## src/rtl/neander_mbyte_seq.sv

```systemverilog
// neander_mbyte_seq: multi-byte arithmetic sequencer for a shared 8-bit ALU.
//
// Runs 1..4-byte ADD, SUB, SHL and SHR (logical) one byte per cycle. For each byte
// it drives the external combinational ALU and captures that ALU's result and
// carry at the end of the cycle.
//
// Ports:
//   clk, rst_n                clock, asynchronous active-low reset
//   start, op, nbytes         request pulse, opcode, operand length minus one
//   opa, opb                  32-bit little-endian operands (opb unused for shifts)
//   alu_a, alu_b, alu_op,     byte operands, opcode and carry-in driven to the ALU
//   alu_carry_in
//   alu_result, alu_carry_out ALU result byte and carry/borrow out
//   busy, done                sequence in progress, one-cycle completion pulse
//   result, carry, zero       final result, carry/borrow/shift-out bit, zero flag
module neander_mbyte_seq (
    input  logic        clk,
    input  logic        rst_n,
    input  logic        start,
    input  logic [1:0]  op,
    input  logic [1:0]  nbytes,
    input  logic [31:0] opa,
    input  logic [31:0] opb,
    output logic [7:0]  alu_a,
    output logic [7:0]  alu_b,
    output logic [3:0]  alu_op,
    output logic        alu_carry_in,
    input  logic [7:0]  alu_result,
    input  logic        alu_carry_out,
    output logic        busy,
    output logic        done,
    output logic [31:0] result,
    output logic        carry,
    output logic        zero
);

    typedef enum logic {StIdle, StRun} state_e;

    localparam logic [1:0] OpAdd = 2'b00;
    localparam logic [1:0] OpSub = 2'b01;
    localparam logic [1:0] OpShl = 2'b10;
    localparam logic [1:0] OpShr = 2'b11;

    localparam logic [3:0] AluAdd = 4'b0000;
    localparam logic [3:0] AluSub = 4'b0001;
    localparam logic [3:0] AluShr = 4'b0111;
    localparam logic [3:0] AluAdc = 4'b1100;
    localparam logic [3:0] AluSbc = 4'b1101;

    state_e      r_state;
    state_e      w_state_d;
    logic [1:0]  r_op;
    logic [1:0]  r_nbytes;
    logic [31:0] r_opa;
    logic [31:0] r_opb;
    logic [1:0]  r_idx;
    logic        r_carry;
    logic [31:0] r_result;
    logic        r_done;
    logic        r_zero;

    logic [1:0]  w_pos;
    logic        w_last;
    logic [7:0]  w_a_byte;
    logic [7:0]  w_b_byte;
    logic [7:0]  w_store;
    logic [31:0] w_result_upd;

    // SHR walks from the most significant byte down, everything else walks up.
    assign w_pos    = (r_op == OpShr) ? (r_nbytes - r_idx) : r_idx;
    assign w_last   = (r_idx == r_nbytes);
    assign w_a_byte = r_opa[{w_pos, 3'b000} +: 8];
    assign w_b_byte = r_opb[{w_pos, 3'b000} +: 8];

    // For SHR the bit shifted out of the byte above becomes this byte's MSB.
    assign w_store  = (r_op == OpShr) ? (alu_result | {r_carry, 7'b0}) : alu_result;

    always_comb begin
        w_result_upd = r_result;
        w_result_upd[{w_pos, 3'b000} +: 8] = w_store;
    end

    // Next-state and ALU drive.
    always_comb begin
        w_state_d    = r_state;
        alu_a        = 8'h00;
        alu_b        = 8'h00;
        alu_op       = AluAdd;
        alu_carry_in = 1'b0;
        unique case (r_state)
            StIdle: begin
                if (start) begin
                    w_state_d = StRun;
                end
            end
            StRun: begin
                alu_a = w_a_byte;
                unique case (r_op)
                    OpAdd: begin
                        alu_b        = w_b_byte;
                        alu_op       = (r_idx == 2'd0) ? AluAdd : AluAdc;
                        alu_carry_in = (r_idx == 2'd0) ? 1'b0 : r_carry;
                    end
                    OpSub: begin
                        alu_b        = w_b_byte;
                        alu_op       = (r_idx == 2'd0) ? AluSub : AluSbc;
                        alu_carry_in = (r_idx == 2'd0) ? 1'b0 : r_carry;
                    end
                    OpShl: begin
                        // A + A shifts left by one with carry chaining.
                        alu_b        = w_a_byte;
                        alu_op       = (r_idx == 2'd0) ? AluAdd : AluAdc;
                        alu_carry_in = (r_idx == 2'd0) ? 1'b0 : r_carry;
                    end
                    OpShr: begin
                        alu_op = AluShr;
                    end
                    default: ;
                endcase
                if (w_last) begin
                    w_state_d = StIdle;
                end
            end
            default: w_state_d = StIdle;
        endcase
    end

    always_ff @(posedge clk or negedge rst_n) begin
        if (!rst_n) begin
            r_state <= StIdle;
        end else begin
            r_state <= w_state_d;
        end
    end

    always_ff @(posedge clk or negedge rst_n) begin
        if (!rst_n) begin
            r_op     <= 2'b00;
            r_nbytes <= 2'b00;
            r_opa    <= 32'h0;
            r_opb    <= 32'h0;
            r_idx    <= 2'd0;
            r_carry  <= 1'b0;
            r_result <= 32'h0;
            r_done   <= 1'b0;
            r_zero   <= 1'b0;
        end else if (r_state == StIdle) begin
            r_done <= 1'b0;
            if (start) begin
                r_op     <= op;
                r_nbytes <= nbytes;
                r_opa    <= opa;
                r_opb    <= opb;
                r_idx    <= 2'd0;
                r_carry  <= 1'b0;
                r_result <= 32'h0;
                r_zero   <= 1'b0;
            end
        end else begin
            r_result <= w_result_upd;
            r_carry  <= alu_carry_out;
            r_idx    <= r_idx + 2'd1;
            r_done   <= w_last;
            // Unused upper bytes stay cleared, so a whole-word compare covers 0..N-1 only.
            if (w_last) begin
                r_zero <= (w_result_upd == 32'h0);
            end
        end
    end

    assign busy   = (r_state == StRun);
    assign done   = r_done;
    assign result = r_result;
    assign carry  = r_carry;
    assign zero   = r_zero;

endmodule

```

## config.mk

```make
export PLATFORM = sky130hd
export DESIGN_NAME = neander_mbyte_seq
export DESIGN_NICKNAME = d
export VERILOG_FILES = /design/src/rtl/neander_mbyte_seq.sv
export SDC_FILE = /design/constraint.sdc
export NUM_CORES = 1
export LEC_CHECK = 0
export CAP_MARGIN = 25
export CORE_MARGIN = 1
export CORE_UTILIZATION = 55
export CTS_BUF_LIST = sky130_fd_sc_hd__clkbuf_2 sky130_fd_sc_hd__clkbuf_4 sky130_fd_sc_hd__clkbuf_8
export CTS_CLUSTER_SIZE = 28
export DETAILED_ROUTE_END_ITERATION = 8
export PLACE_DENSITY = 0.95
export REMOVE_ABC_BUFFERS = 1
export SYNTH_ARGS = -nofsm -noshare
export SYNTH_HDL_FRONTEND = slang
export SYNTH_SLANG_ARGS = --single-unit
```

## constraint.sdc

```tcl
create_clock -name clk -period 4.84 [get_ports clk]
set_clock_uncertainty 0.1 [all_clocks]
set_input_delay 0.726 -clock clk [delete_from_list [all_inputs] [get_ports clk]]
set_output_delay 0.726 -clock clk [all_outputs]
set_load 0.005 [all_outputs]
```

Yosys cells after proc, flatten, opt, wreduce, memory -nomap -nowiden
Cells that the tools add are included.
{"block": "classes", "add_sub_neg": 3, "eq_ne": 5, "shifts": 4, "muxes": 25, "n_bitwise": 2, "n_reduce_logical": 9}
{"cell": "32-bit 2-to-1 mux", "count": 2}
{"cell": "32-bit by 6-bit indexed part select with 8-bit output", "count": 2}
{"cell": "32-bit bitwise mux", "count": 1}
{"cell": "32-bit zero test", "count": 1}
{"cell": "8-bit by 7-bit variable shift with 32-bit output, first input constant", "count": 1}
{"cell": "8-bit by 7-bit indexed part select with 32-bit output", "count": 1}
{"cell": "8-bit 2-to-1 mux", "count": 3}
{"cell": "8-bit one-hot mux with 2 select lines", "count": 1}
{"cell": "4-bit 2-to-1 mux", "count": 3}
{"cell": "4-bit one-hot mux with 3 select lines", "count": 1}
{"cell": "1-bit 2-to-1 mux", "count": 10}
{"cell": "8-bit bitwise OR", "count": 1}
{"cell": "5-bit negation with 7-bit output", "count": 1}
{"cell": "2-bit 2-to-1 mux", "count": 3}
{"cell": "2-bit == test, second input constant", "count": 2}
{"cell": "2-bit zero test", "count": 2}
{"cell": "2-bit AND reduction", "count": 2}
{"cell": "2-bit OR reduction", "count": 2}
{"cell": "3-bit OR reduction", "count": 1}
{"cell": "2-bit by 1-bit adder with 2-bit output, second input constant", "count": 1}
{"cell": "2-bit by 1-bit == test with 1-bit output, second input constant", "count": 1}
{"cell": "2-bit == test", "count": 1}
{"cell": "2-bit by 1-bit != test with 1-bit output, second input constant", "count": 1}
{"cell": "1-bit one-hot mux with 2 select lines", "count": 1}
{"cell": "3 further kinds", "count": 3}
{"block": "totals", "ff_bits": 106, "input_bits": 80, "out_inout_bits": 57, "word_cells": 58}

Logic depth before layout (Yosys ltp)
Gate-level depths: netlist of the first run.
{"block": "logic_depth", "word_depth": 8, "ltp_mapped": 13, "ltp_nobuf": 11}

Least setup slack after synthesis of the first run
OpenSTA, ideal clock, no wires.
{"block": "synth_timing", "path_kind": "register to register", "from": "reg r_idx[0]", "to": "reg r_result[10], in the netlist result[10]", "setup_time_ns": 0.067, "arrival_time_ns": 2.962, "required_ns": 4.673, "setup_slack_ns": 1.711, "path_stages_with_launch": 12, "path_buffers": 2, "synth_period_minus_slack_ns": 3.129, "path_cell_list": "dfrtp_1 ha_1 xnor2_2 o21ai_1 and2_1 buf_2 buf_4 ha_1 nor2b_1 nand2_1 nor3b_1 a22o_1"}
{"block": "synth_via", "elab_chain_len": 6, "elab_cells_between_ends": 7, "cone_classes": "add/sub (2); shift (2); mux (3)"}
{"item": "start, declared", "line_no": "56", "rtl": "logic [1:0] r_idx;"}
{"item": "start signal, assigned", "line_no": "162", "rtl": "r_idx <= r_idx + 2'd1;"}
{"item": "2-bit subtractor", "line_no": "70", "rtl": "assign w_pos = (r_op == OpShr) ? (r_nbytes - r_idx) : r_idx;"}
{"item": "2-bit 2-to-1 mux (*)", "line_no": "70"}
{"item": "5-bit negation with 7-bit output (*)", "line_no": "80", "rtl": "w_result_upd[{w_pos, 3'b000} +: 8] = w_store;"}
{"item": "8-bit by 7-bit indexed part select with 32-bit output / 8-bit by 7-bit variable shift with 32-bit output (equally long branches)", "line_no": "80"}
{"item": "32-bit bitwise mux (*)", "line_no": "80"}
{"item": "32-bit 2-to-1 mux (*)", "line_no": "147", "rtl": "end else if (r_state == StIdle) begin"}
{"item": "end signal, assigned", "line_no": "160", "rtl": "r_result <= w_result_upd;"}
{"item": "end, declared", "line_no": "58", "rtl": "logic [31:0] r_result;"}
Every way passes the cells marked *; elsewhere a longest branch is shown, timed or not.
A chain may end at the register's enable or synchronous reset.

Worst setup path in the final report of the first run
{"block": "layout_timing", "from": "reg r_idx[0]", "to": "out alu_b[5]"}
{"block": "layout_via", "elab_chain_len": 5, "elab_cells_between_ends": 6, "cone_classes": "add/sub (1); shift (2); mux (3)"}
{"item": "2-bit subtractor", "line_no": "70"}
{"item": "2-bit 2-to-1 mux (*)", "line_no": "70"}
{"item": "32-bit by 6-bit indexed part select with 8-bit output (on tied branches)", "line_no": "72, 73"}
{"item": "8-bit one-hot mux with 2 select lines (*)", "line_no": "98", "rtl": "unique case (r_op)"}
{"item": "8-bit 2-to-1 mux (*)", "line_no": "90", "rtl": "unique case (r_state)"}
{"item": "end, declared", "line_no": "25", "rtl": "output logic [7:0] alu_b,"}
Marks and branches as above.

==> qor.yml, run 1 <==
run_status:
  status: "finished clean"
clock_tree:
  clock-sinks: 106
  holdBufCountCts: 0
  cts_tree: "built"
  cts_setup_buffers: 0
  cts_buffer_depth: 2
  cts-htree-levels: 3
  clk_latency_ps: 370
  root_buffer: "clkbuf_8"
  clkTransAtPathRegs_ps: 110
  numCtsBuffers: 9
  cts_resized: 0
timing:
  fin_crit_sh_pct: 90.2
  maxSlewViolCount: 0
  setup_viol: 0
  min_period_ps: 4360
  tightest_slew_ps: 822
  tns_ps: 0
  rsz0062_at_grt: "no"
  hold_violations: 0
  clock.fmax_ghz: 0.229
  worst_slew_margin_rel_pct: 45.1
critical_path:
  critical_path_class: "reg2out"
  startpoint: "r_idx[0]"
  reg2reg_depth: 9
  ff2ff_setup_slack_ps: 870
  r2r_start: "r_idx[0]"
  crit_arrival_ps: 3540
  cp-start-kind: "flip-flop"
  required_ps: 4010
  r2r-end: "result[12]"
  end_kind: "output port"
  crit_fanout: 34
drt:
  first_pass_iters: 5
  vias: 4668
  drc: 0
  via_per_inst: 6.11
  drt_iter0_markers: 346
  wirelength_um: 14900
  ant_nets: 0
  wire_per_inst_um: 19.5
grt:
  grt_pass1_vias: 4692
  grt_pass1_wl_um: 24000
  grt-ovfl-total: 0
  grt_max_degree: 59
  antenna_found_initial: 0
  gr-usage-all-layers_pct: 30.9
power:
  p_switching_mw: 2.14
  pwr-share-seq_pct: 31.0
  ir_drop_mv: 0.498
  power_density_nw_per_um2: 727
  p_leak_nw: 2.98
  cell_internal_pwr_mw: 2.98
  clockPowerShare_pct: 10.6
  pwr-share-comb_pct: 58.5
  finalPower_mw: 5.12
  power_switching_share_pct: 41.8
final_layout:
  n_fill_cell: 566
  nets: 714
  seq_area_um2: 2650
  layout_common_cells: "clkdlybuf4s50_1 (135), dfrtp_1 (106), mux2_2 (52)"
  area_delta_synth_final_pct: 29.9
  antenna_cells: 0
  multi_input_area_um2: 2550
  final_area_um2: 7050
  drive_gt1_share_pct: 13.2
  final_common_cell: "clkdlybuf4s50_1"
job:
  max_cap_viol_count: 0
worst_hold_path:
  hold_path_class: "in2async"
placement:
  dp_hpwl_um: 10300
  port_buffers: 136
  globalplace.congestion: 0.857
  post_dp_cell_area_um2: 6860
die:
  placementRows: 35
  core_um2: 9420
  pin_count: 137
  die_w_um: 101
  start_util_pct: 57.7
  die_area_um2: 10300
  die_h_um: 101
synthesis:
  synth_cells: 513
  async_flop_share_pct: 100
  syn_area_um2: 5430
  synth-edff-count: 0
  ys.flop_type: "dfrtp_1"
  synth_cell_types: 49
  yosysWarnings: 0
  synth-seq-cells: 106
  seq_area_frac_synth_pct: 48.9
  syn_avg_cell_area_um2: 10.6
## worst max-delay path, stage by stage (launching register included)
cell and delay [ps]:
dfrtp_1 430, ha_1 280, xor2_2 430, nand3_4 410, and2_1 570, o211ai_1 310, a32o_1 210, clkdlybuf4s50_1 500
## power by group through the flow
stage / clock [mW] / sequential (mW) / combinational [mW]
4_1_cts: 0.544 / 1.58 / 2.97
3_5_place_dp: 0 / 1.59 / 2.92
6_report: 0.543 / 1.59 / 2.99
5_1_grt: 0.581 / 1.63 / 3.23
2_1_floorplan: 0 / 1.56 / 1.71
3_3_place_gp: 0 / 1.56 / 2.80
## routing by layer
layer,track usage (%),part of all wire (%)
met1,40.3,40
met5,0,0
met4,13.9,2.5
met3,8.14,8.7
met2,48.8,49
## flip-flops by register name, summed over array words and instances (netlist names), 2 cells and up
name / cells
result: 32
r_op: 2
r_opa: 32
r_opb: 32
r_nbytes: 2
r_idx: 2
## area by class of cell
| class | count | area share [%] |
|---|---|---|
| tap | 129 | 2.29 |
| multi-input combinational | 348 | 36.1 |
| clock buffer | 10 | 1.95 |
| inverter | 22 | 1.17 |
| timing repair buffer | 143 | 20.0 |
| sequential | 106 | 37.6 |
| clock inverter | 6 | 0.816 |
## how the worst max path moves through the flow
stage,endpoint,cells past startpoint
after global routing,alu_b[7],7
after floorplan,result[10],3
after detailed placement,alu_b[1],7
final,alu_b[5],7
after global placement,alu_b[0],7
after CTS,alu_b[1],7
## metrics by stage
step                      utilization (%)  hold WS, ps  setup WS [ps]  instances
after floorplan                         -          330           -342        476
after global placement               72.8          384           1070        748
after detailed placement             72.8          391            954        748
after CTS                            74.9          319            505        764
after global routing                 74.9          350            292        764
final                                74.9          281            475        764
## logic make-up (layout without fill, tap and decap cells)
group / count (synthesis) / in the layout / synth area share [%]
AND/OR/NAND/NOR: 155 / 155 / 15.3
AO/OA/AOI/OAI: 121 / 121 / 16.5
flip-flops: 106 / 106 / 48.9
multiplexers: 64 / 64 / 13.1
buffers and inverters: 59 / 181 / 4.42
adder cells (fa/ha/maj): 4 / 4 / 0.922
XOR/XNOR: 4 / 4 / 0.922
## synthesized netlist by cell type, types with 2 or more instances
| cell | count | share of area, % |
|---|---|---|
| xnor2_1 | 2 | 0.32 |
| o31ai_1 | 3 | 0.41 |
| nor3b_1 | 2 | 0.28 |
| a21oi_1 | 12 | 1.1 |
| nand2_1 | 42 | 2.9 |
| nand2b_1 | 25 | 2.9 |
| buf_2 | 2 | 0.18 |
| and3_1 | 3 | 0.35 |
| inv_1 | 21 | 1.5 |
| and2_1 | 13 | 1.5 |
| mux2_2 | 52 | 11 |
| and3b_1 | 2 | 0.32 |
| a22o_1 | 23 | 3.7 |
| or4_1 | 2 | 0.28 |
| a211oi_1 | 8 | 1.1 |
| a31oi_1 | 9 | 1.0 |
| buf_1 | 4 | 0.28 |
| nor4_1 | 5 | 0.58 |
| nor3_1 | 13 | 1.2 |
| nor2_1 | 6 | 0.41 |
| nor2b_1 | 12 | 1.4 |
| o211ai_1 | 16 | 2.2 |
| nand3_1 | 26 | 2.4 |
| mux2i_1 | 10 | 1.8 |
| ha_1 | 4 | 0.92 |
| clkbuf_1 | 28 | 1.9 |
| o21ai_0 | 18 | 1.7 |
| a32o_1 | 9 | 1.7 |
| a21o_1 | 2 | 0.28 |
| a22oi_1 | 8 | 1.1 |
| dfrtp_1 | 106 | 49 |
| a21bo_1 | 8 | 1.5 |
Power figures use the tool's default switching activity.
==> run 2, diff against run 1 <==
Settings changed: REMOVE_ABC_BUFFERS 1 to unset.
==> qor.yml, run 2 (synthesis gave the netlist of run 1 again) <==
run_status:
  status: "finished clean"
timing:
  rsz0062_at_grt: "no"
  hold_violations: 0
  fin_crit_sh_pct: 89.0
  worst_slew_margin_rel_pct: 35.7
  hold_ws_ps: 310
  tightest_slew_ps: 965
  clock.fmax_ghz: 0.232
  min_period_ps: 4310
  maxSlewViolCount: 0
  tns_ps: 0
  setup_viol: 0
placement:
  globalplace.congestion: 0.942
  dp_hpwl_um: 10500
  port_buffers: 136
  dp.cells: 746
critical_path:
  r2r_start: "r_idx[0]"
  critical_path.slowest_cell: "dfrtp_1"
  crit_arrival_ps: 3480
  critical_path_class: "reg2out"
  end_kind: "output port"
  cpPeakStageDelay_ps: 990
  crit_family: "flip-flops"
  ff2ff_setup_slack_ps: 830
  cp_cell_sequence: "inv_1 > nand3_4 > and2_1 > o211ai_1 > a32o_1 > clkdlybuf4s50_1"
  crit_fanout: 38
  cp-start-kind: "flip-flop"
  crit_buf_inv: 2
  required_ps: 4010
  reg2reg_depth: 9
  r2r-end: "result[10]"
clock_tree:
  cts_buffer_depth: 2
  holdBufCountCts: 0
  clk_latency_ps: 390
  cts_tree: "built"
  clkTransAtPathRegs_ps: 100
  cts_resized: 0
  root_buffer: "clkbuf_8"
  cts_setup_buffers: 0
  cts-htree-levels: 3
  numCtsBuffers: 9
  clock-sinks: 106
drt:
  first_pass_iters: 4
  ant_nets: 0
  drt_iter0_markers: 215
  wirelength_um: 14800
  vias: 4533
  via_per_inst: 5.95
  drc: 0
  wire_per_inst_um: 19.4
power:
  pwr-share-comb_pct: 56.6
  finalPower_mw: 5.16
  cell_internal_pwr_mw: 3.03
  p_leak_nw: 2.98
  ir_drop_mv: 0.503
  clockPowerShare_pct: 11.5
  power_switching_share_pct: 41.3
  p_switching_mw: 2.13
  power_density_nw_per_um2: 730
  pwr-share-seq_pct: 31.9
grt:
  grt-ovfl-total: 0
  use_met2_pct: 52.0
  gr-usage-all-layers_pct: 30.7
  grt_pass1_wl_um: 23700
  busiest_layer: "met2"
  antenna_found_initial: 0
  gr-usage-met1_pct: 39.2
  grt_max_degree: 67
  grt_pass1_vias: 4597
  use_met3_pct: 6.21
die:
  placementRows: 35
  pin_count: 137
  die_h_um: 101
  start_util_pct: 57.7
  core_um2: 9420
  die_area_um2: 10300
  die_w_um: 101
final_layout:
  layout_common_cells: "clkdlybuf4s50_1 (135), dfrtp_1 (106), mux2_2 (52)"
  final_common_cell: "clkdlybuf4s50_1"
  nets: 712
  drive_gt1_share_pct: 13.0
  area_delta_synth_final_pct: 30.1
  fin_util_pct: 75.0
  antenna_cells: 0
  fin_cells: 762
worst_hold_path:
  hold_path_class: "in2async"
synthesis:
  synthesis.nets: 597
job:
  max_cap_viol_count: 0
## run 2: cell type report
cell class                      count  area (um2)
Sequential cell                   106        2650
Multi-Input combinational cell    348        2550
Fill cell                         657        2350
Timing Repair Buffer              141        1410
Tap cell                          129         161
Clock buffer                       10         138
Inverter                           22        82.6
Clock inverter                      6        72.6
## run 2: power by group through the flow
| stage | Clock, mW | Sequential, mW | Combinational, mW |
|---|---|---|---|
| finish | 0.593 | 1.65 | 2.92 |
| detailed placement | 0 | 1.65 | 2.87 |
| global route | 0.625 | 1.70 | 3.16 |
| CTS | 0.597 | 1.64 | 2.90 |
| floorplan | 0 | 1.51 | 1.83 |
| global placement | 0 | 1.63 | 2.79 |
## run 2: how the worst max path moves through the flow
| stage | slack [ps] | start | cells after the start | to |
|---|---|---|---|---|
| after detailed placement | 930 | r_idx[0] | 9 | result[10] |
| after floorplan | 1710 | r_idx[0] | 11 | result[10] |
| final | 530 | r_idx[1] | 6 | alu_b[5] |
| after global routing | 250 | r_idx[1] | 6 | alu_b[7] |
| after global placement | 1040 | r_nbytes[0] | 8 | alu_b[7] |
| after CTS | 570 | r_idx[0] | 7 | alu_b[7] |
## run 2: per-stage QoR
stage	instance area (um2)	setup WS (ps)
after floorplan	5430	1710
after global placement	6850	1040
after detailed placement	6850	930
after CTS	7060	572
after global routing	7060	250
final	7060	532
## run 2: per-layer routing
layer,routed length (um),up-vias
met2,7470,200
met5,0,-
met4,271,0
li1,-,2078
met1,5930,2230
met3,1090,25
==> run 3, diff against run 2 <==
Settings changed: CORE_MARGIN 1 to 1.5, PLACE_DENSITY 0.95 to 0.88.
==> qor.yml, run 3 (synthesis gave the netlist of run 1 again) <==
die:
  die_w_um: 102
  die_h_um: 102
  core_um2: 9680
  die_area_um2: 10500
  pin_count: 137
  start_util_pct: 56.1
  placementRows: 36
final_layout:
  final_common_cell: "clkdlybuf4s50_1"
  antenna_cells: 0
  seq_area_um2: 2650
  drive_gt1_share_pct: 12.8
  final_area_um2: 7040
  n_fill_cell: 725
  layout_common_cells: "clkdlybuf4s50_1 (135), dfrtp_1 (106), mux2_2 (52)"
  multi_input_area_um2: 2550
  nets: 712
  area_delta_synth_final_pct: 29.7
  fin_cells: 765
drt:
  drt_iter0_markers: 252
  wirelength_um: 14300
  vias: 4468
  via_per_inst: 5.84
  wire_per_inst_um: 18.8
  first_pass_iters: 5
  drc: 0
  ant_nets: 0
clock_tree:
  numCtsBuffers: 9
  cts_resized: 0
  cts_setup_buffers: 0
  cts_tree: "built"
  clock-sinks: 106
  clkTransAtPathRegs_ps: 100
  holdBufCountCts: 0
  root_buffer: "clkbuf_8"
  clk_latency_ps: 360
  cts-htree-levels: 3
  cts_buffer_depth: 2
placement:
  dpl_worst_slack_ps: 975
  dp.cells: 750
  globalplace.congestion: 0.896
  dp_hpwl_um: 10300
  post_dp_cell_area_um2: 6850
  port_buffers: 136
grt:
  gr-usage-met1_pct: 37.6
  use_met2_pct: 47.7
  antenna_found_initial: 0
  use_met3_pct: 5.06
  grt_pass1_wl_um: 23000
  busiest_layer: "met2"
  gr-usage-all-layers_pct: 28.8
  grt_max_degree: 88
  grt-ovfl-total: 0
  grt_pass1_vias: 4665
power:
  finalPower_mw: 5.11
  power_density_nw_per_um2: 725
  p_leak_nw: 2.96
  ir_drop_mv: 0.461
critical_path:
  end_kind: "output port"
  r2r_start: "r_idx[0]"
  cp-start-kind: "flip-flop"
  ff2ff_setup_slack_ps: 850
  required_ps: 4010
  critical_path_class: "reg2out"
  startpoint: "r_idx[1]"
  crit_arrival_ps: 3500
  crit_fanout: 38
  reg2reg_depth: 9
  r2r-end: "result[13]"
timing:
  clock.fmax_ghz: 0.231
  tightest_slew_ps: 943
  fin_crit_sh_pct: 89.3
  hold_violations: 0
  rsz0062_at_grt: "no"
  maxSlewViolCount: 0
  worst_slew_margin_rel_pct: 37.1
  tns_ps: 0
  setup_viol: 0
  setup_ws_ps: 518
  min_period_ps: 4320
worst_hold_path:
  hold_path_class: "in2async"
run_status:
  status: "finished clean"
synthesis:
  synthesis.nets: 597
job:
  max_cap_viol_count: 0
[run 3: cell count changes in the layout (fill, tap and decap cells not counted), sizes merged]
cell | previous run | this run
clkinv | 3 | 0
clkinvlp | 0 | 2
[run 3: report_power, final]
part	leakage (nW)	switching [mW]	internal, mW
Combinational	1.55	1.45	1.47
Clock	0.0928	0.304	0.246
Sequential	1.32	0.340	1.29
Total	2.96	2.10	3.01
[run 3: metrics by stage]
| step | hold slack [ps] | util [%] |
|---|---|---|
| final | 337 | 72.7 |
| after global routing | 404 | 72.7 |
| after CTS | 370 | 72.7 |
| after detailed placement | 394 | 70.7 |
| after global placement | 388 | 70.7 |
| after floorplan | 330 | - |
[run 3: per-layer routing]
metal	share of wire, %	vias up	routed length (um)
met5	0	-	0
met2	50	185	7140
met3	5.9	38	849
li1	-	2071	-
met1	41	2174	5930
met4	3.0	0	431
[run 3: final cells by class]
class                           instances  area share (%)
Sequential cell                       106            37.7
Multi-Input combinational cell        348            36.2
Timing Repair Buffer                  141            19.8
Tap cell                              133            2.36
Clock buffer                           10            1.87
Inverter                               22            1.17
Clock inverter                          5           0.889
[run 3: worst max-delay path, stage by stage (launching register included)]
cell and delay, ps:
dfrtp_1 970, inv_1 250, nand3_4 350, and2_1 630, o211ai_1 170, a32o_1 300, clkdlybuf4s50_1 450
[run 3: worst max-delay path by stage]
stage	endpoint	slack, ps
after CTS	alu_b[3]	570
after global routing	alu_b[0]	260
final	alu_b[3]	520
after detailed placement	alu_b[3]	980
after global placement	alu_b[3]	1060
after floorplan	result[10]	1710
==> patch (config.mk and constraints of run 3) <==
Make the reset (`rst_n`) synchronous in 2 clocked blocks. Comments in the files are not updated.
--- a/src/rtl/neander_mbyte_seq.sv
+++ b/src/rtl/neander_mbyte_seq.sv
@@ -125,7 +125,7 @@
         endcase
     end
 
-    always_ff @(posedge clk or negedge rst_n) begin
+    always_ff @(posedge clk) begin
         if (!rst_n) begin
             r_state <= StIdle;
         end else begin
@@ -133,7 +133,7 @@
         end
     end
 
-    always_ff @(posedge clk or negedge rst_n) begin
+    always_ff @(posedge clk) begin
         if (!rst_n) begin
             r_op     <= 2'b00;
             r_nbytes <= 2'b00;
Check against the original RTL: differs if rst_n is asserted again (counterexample within 4 cycles, from zero or initial values and one cycle with rst_n low); with rst_n held inactive, the same outputs for 10 cycles.
==> patch against run 3 <==
  * Non-clock buffer count increased by 1
  * Synthesized area shrank 14%
  * Critical endpoint is now alu_b[7]
  * Worst setup slack better by 0.024 ns
  * Count of clock-buffer cells in the layout decreased by 1
  * Routed wire length is 11% lower
  * Sequential cell count stayed put
  * Synthesized cell count rose by 11%
  * Largest cell class is now multi-input gates
  * Design area is 11% lower
Power is not compared: it rests on default switching activity, and its combinational part moved more than twofold at a synthesized area within 25%.
==> patch: results (changes against run 3) <==
* Via count of the first global-routing pass at 4256 (-8.8%)
* Ratio of cells with drive above 1 in the final layout at 4.24% (-8.6 points)
* Clock latency at the later pin of the worst-skew pair at roughly 0.37 ns
* Leak at ~2.5 nW
* Total number of vias at 4530 (+1.4%)
* Main area contributors after synthesis: dfxtp_1 (45%), nand2_1 (11%), mux2i_1 (10%)
* Number of standard cells in the layout, taps in and fillers out at 789 (+3.1%)
* Share of flip-flops with an asynchronous set or reset after synthesis at 0% (-100 points)
* Sequential-to-total area share from yosys stat at 45.3% (-3.6 points)
* Post_cts resized at 0 (unchanged)
* Number of unique standard cell types used by synthesis at 40 (-18%)
* Total half-perimeter wirelength after legalization and detailed placement at 9.20 mm (-10%)
* Clock slew seen by the registers of the worst setup and hold paths at 0.09 ns
* TritonRoute pass-1 iters at 5 (unchanged)
* Initial DRC count at 272 (+7.9%)
* Global router's overall resource usage at 28.4% (-0.41 points)
* Nets at 764 (+7.3%)
* Buffer depth of the longest clock path at 2 (unchanged)
* Synth cell count leaders: nand2_1 (141), dfxtp_1 (106), a21oi_1 (76), mux2i_1 (49), nor2_1 (41)
* Worst Max-Slew Pin Slew at 1.04 ns (+0.0947 ns)
* Classification of the worst-slack hold path: reg2reg
* Synthesized Nets at 651 (+9.0%)
* Total inserted antenna cells at 0 (unchanged)
* Maximum number of pins on one net before global-route repair at 104 (+18%)
* Clock root buffer master: clkbuf_8
* Number of warning messages in the yosys log at 0 (unchanged)
* Outcome: complete, no violations
* WL final at 12.8 mm (-11%)
* Crit path max fanout at 20 (-47%)
* Worst-case vdd ir drop at approximately 0.15 mV
* Buffer count from post-CTS setup fixing at 0 (unchanged)
* Number of I/O port buffers at 136 (unchanged)
* Placement-stage worst setup slack at 0.961 ns (-0.0149 ns)
* CTS H-tree depth at 3 (unchanged)
* Crit path largest cell delay at 0.64 ns (-0.33 ns)
* Global-route wire length before repair at 19.9 mm (-14%)
* Kind of cell with the highest combined delay on the critical path: buffers and inverters
* Post-placement cell area at 0.00606 mm^2 (-11%)
* Number of clock buffers inserted by TritonCTS at 9 (unchanged)
* Highest-delay cell along the critical path: xnor2_4
* Placer's final routability congestion estimate at 0.905 (+1.0%)
* Signal arrival time at the worst endpoint at 3.47 ns (-0.03 ns)
* Average cell area after synthesis at 8.27 um^2 (-22%)
* Antenna violations before repair at 0 (unchanged)
* Most used flip-flop cell after synthesis: dfxtp_1
* Number of instances in the placed design at 774 (+3.2%)
## patch: cell count changes in the layout (fill, tap and decap cells not counted), moves of 16 or more
cell      before  now
o211ai_1      16    0
o21ai_0       18    1
mux2_2        52    0
dfrtp_1      106    0
nand2_1       42  141
a21oi_1       12   76
nand3_1       26    3
mux2i_1       10   49
inv_1         21    5
nand2b_1      25    0
nor2_1         6   41
a22oi_1        8   31
dfxtp_1        0  106
## patch: area by class of cell
type	instances	area (um^2)
multi-input combinational	415	2380
sequential	106	2120
fill	601	2020
timing repair buffer	142	1410
tap	105	131
clock buffer	9	124
clock inverter	6	52.6
inverter	6	22.5
## patch: cell families (layout without fill, tap and decap cells)
| kind of cell | after synthesis | count (layout) | synth area share [%] |
|---|---|---|---|
| xor+xnor | 4 | 4 | 1.15 |
| mux | 49 | 49 | 10.5 |
| fa+ha+maj | 4 | 4 | 1.07 |
| simple gates | 231 | 231 | 21.4 |
| compound gates | 127 | 127 | 16.5 |
| buf+inv | 46 | 163 | 4.19 |
| flops | 106 | 106 | 45.3 |
## patch: layer usage
layer / wire length, um / up-vias / share of wire (%) / global-route usage (%)
li1: - / 2180 / - / -
met1: 5410 / 2133 / 42 / 36.3
met2: 6190 / 189 / 49 / 48.4
met3: 848 / 28 / 6.7 / 4.07
met4: 301 / 0 / 2.4 / 10.8
met5: 0 / - / 0 / 0
## patch: final timing paths
kind | depth (start not counted) | slack [ns] | start | endpoint
worst min register to register | 2 | 0.36 | r_opa[29] | r_opa[29]
worst max-delay path | 10 | 0.54 | r_nbytes[0] | alu_b[7]
worst min-delay path | 2 | 0.36 | r_opa[29] | r_opa[29]
worst max register to register | 12 | 1.11 | r_nbytes[0] | zero
## patch: power breakdown
part | internal [mW] | switching (mW) | leakage (nW)
clock network | 0.191 | 0.303 | 0.0838
registers | 0.915 | 0.0311 | 0.866
logic | 0.152 | 0.161 | 1.56
## patch: worst register-to-register path, stage by stage, from the launching register on
cell and delay, ns:
dfxtp_1 0.34, inv_1 0.05, ha_1 0.23, xnor2_1 0.29
nor2_2 0.12, xnor2_4 0.64, buf_4 0.44, ha_1 0.36
nor2b_1 0.20, nand4_1 0.11, nand3_1 0.09, or4_1 0.54
o31ai_2 0.17
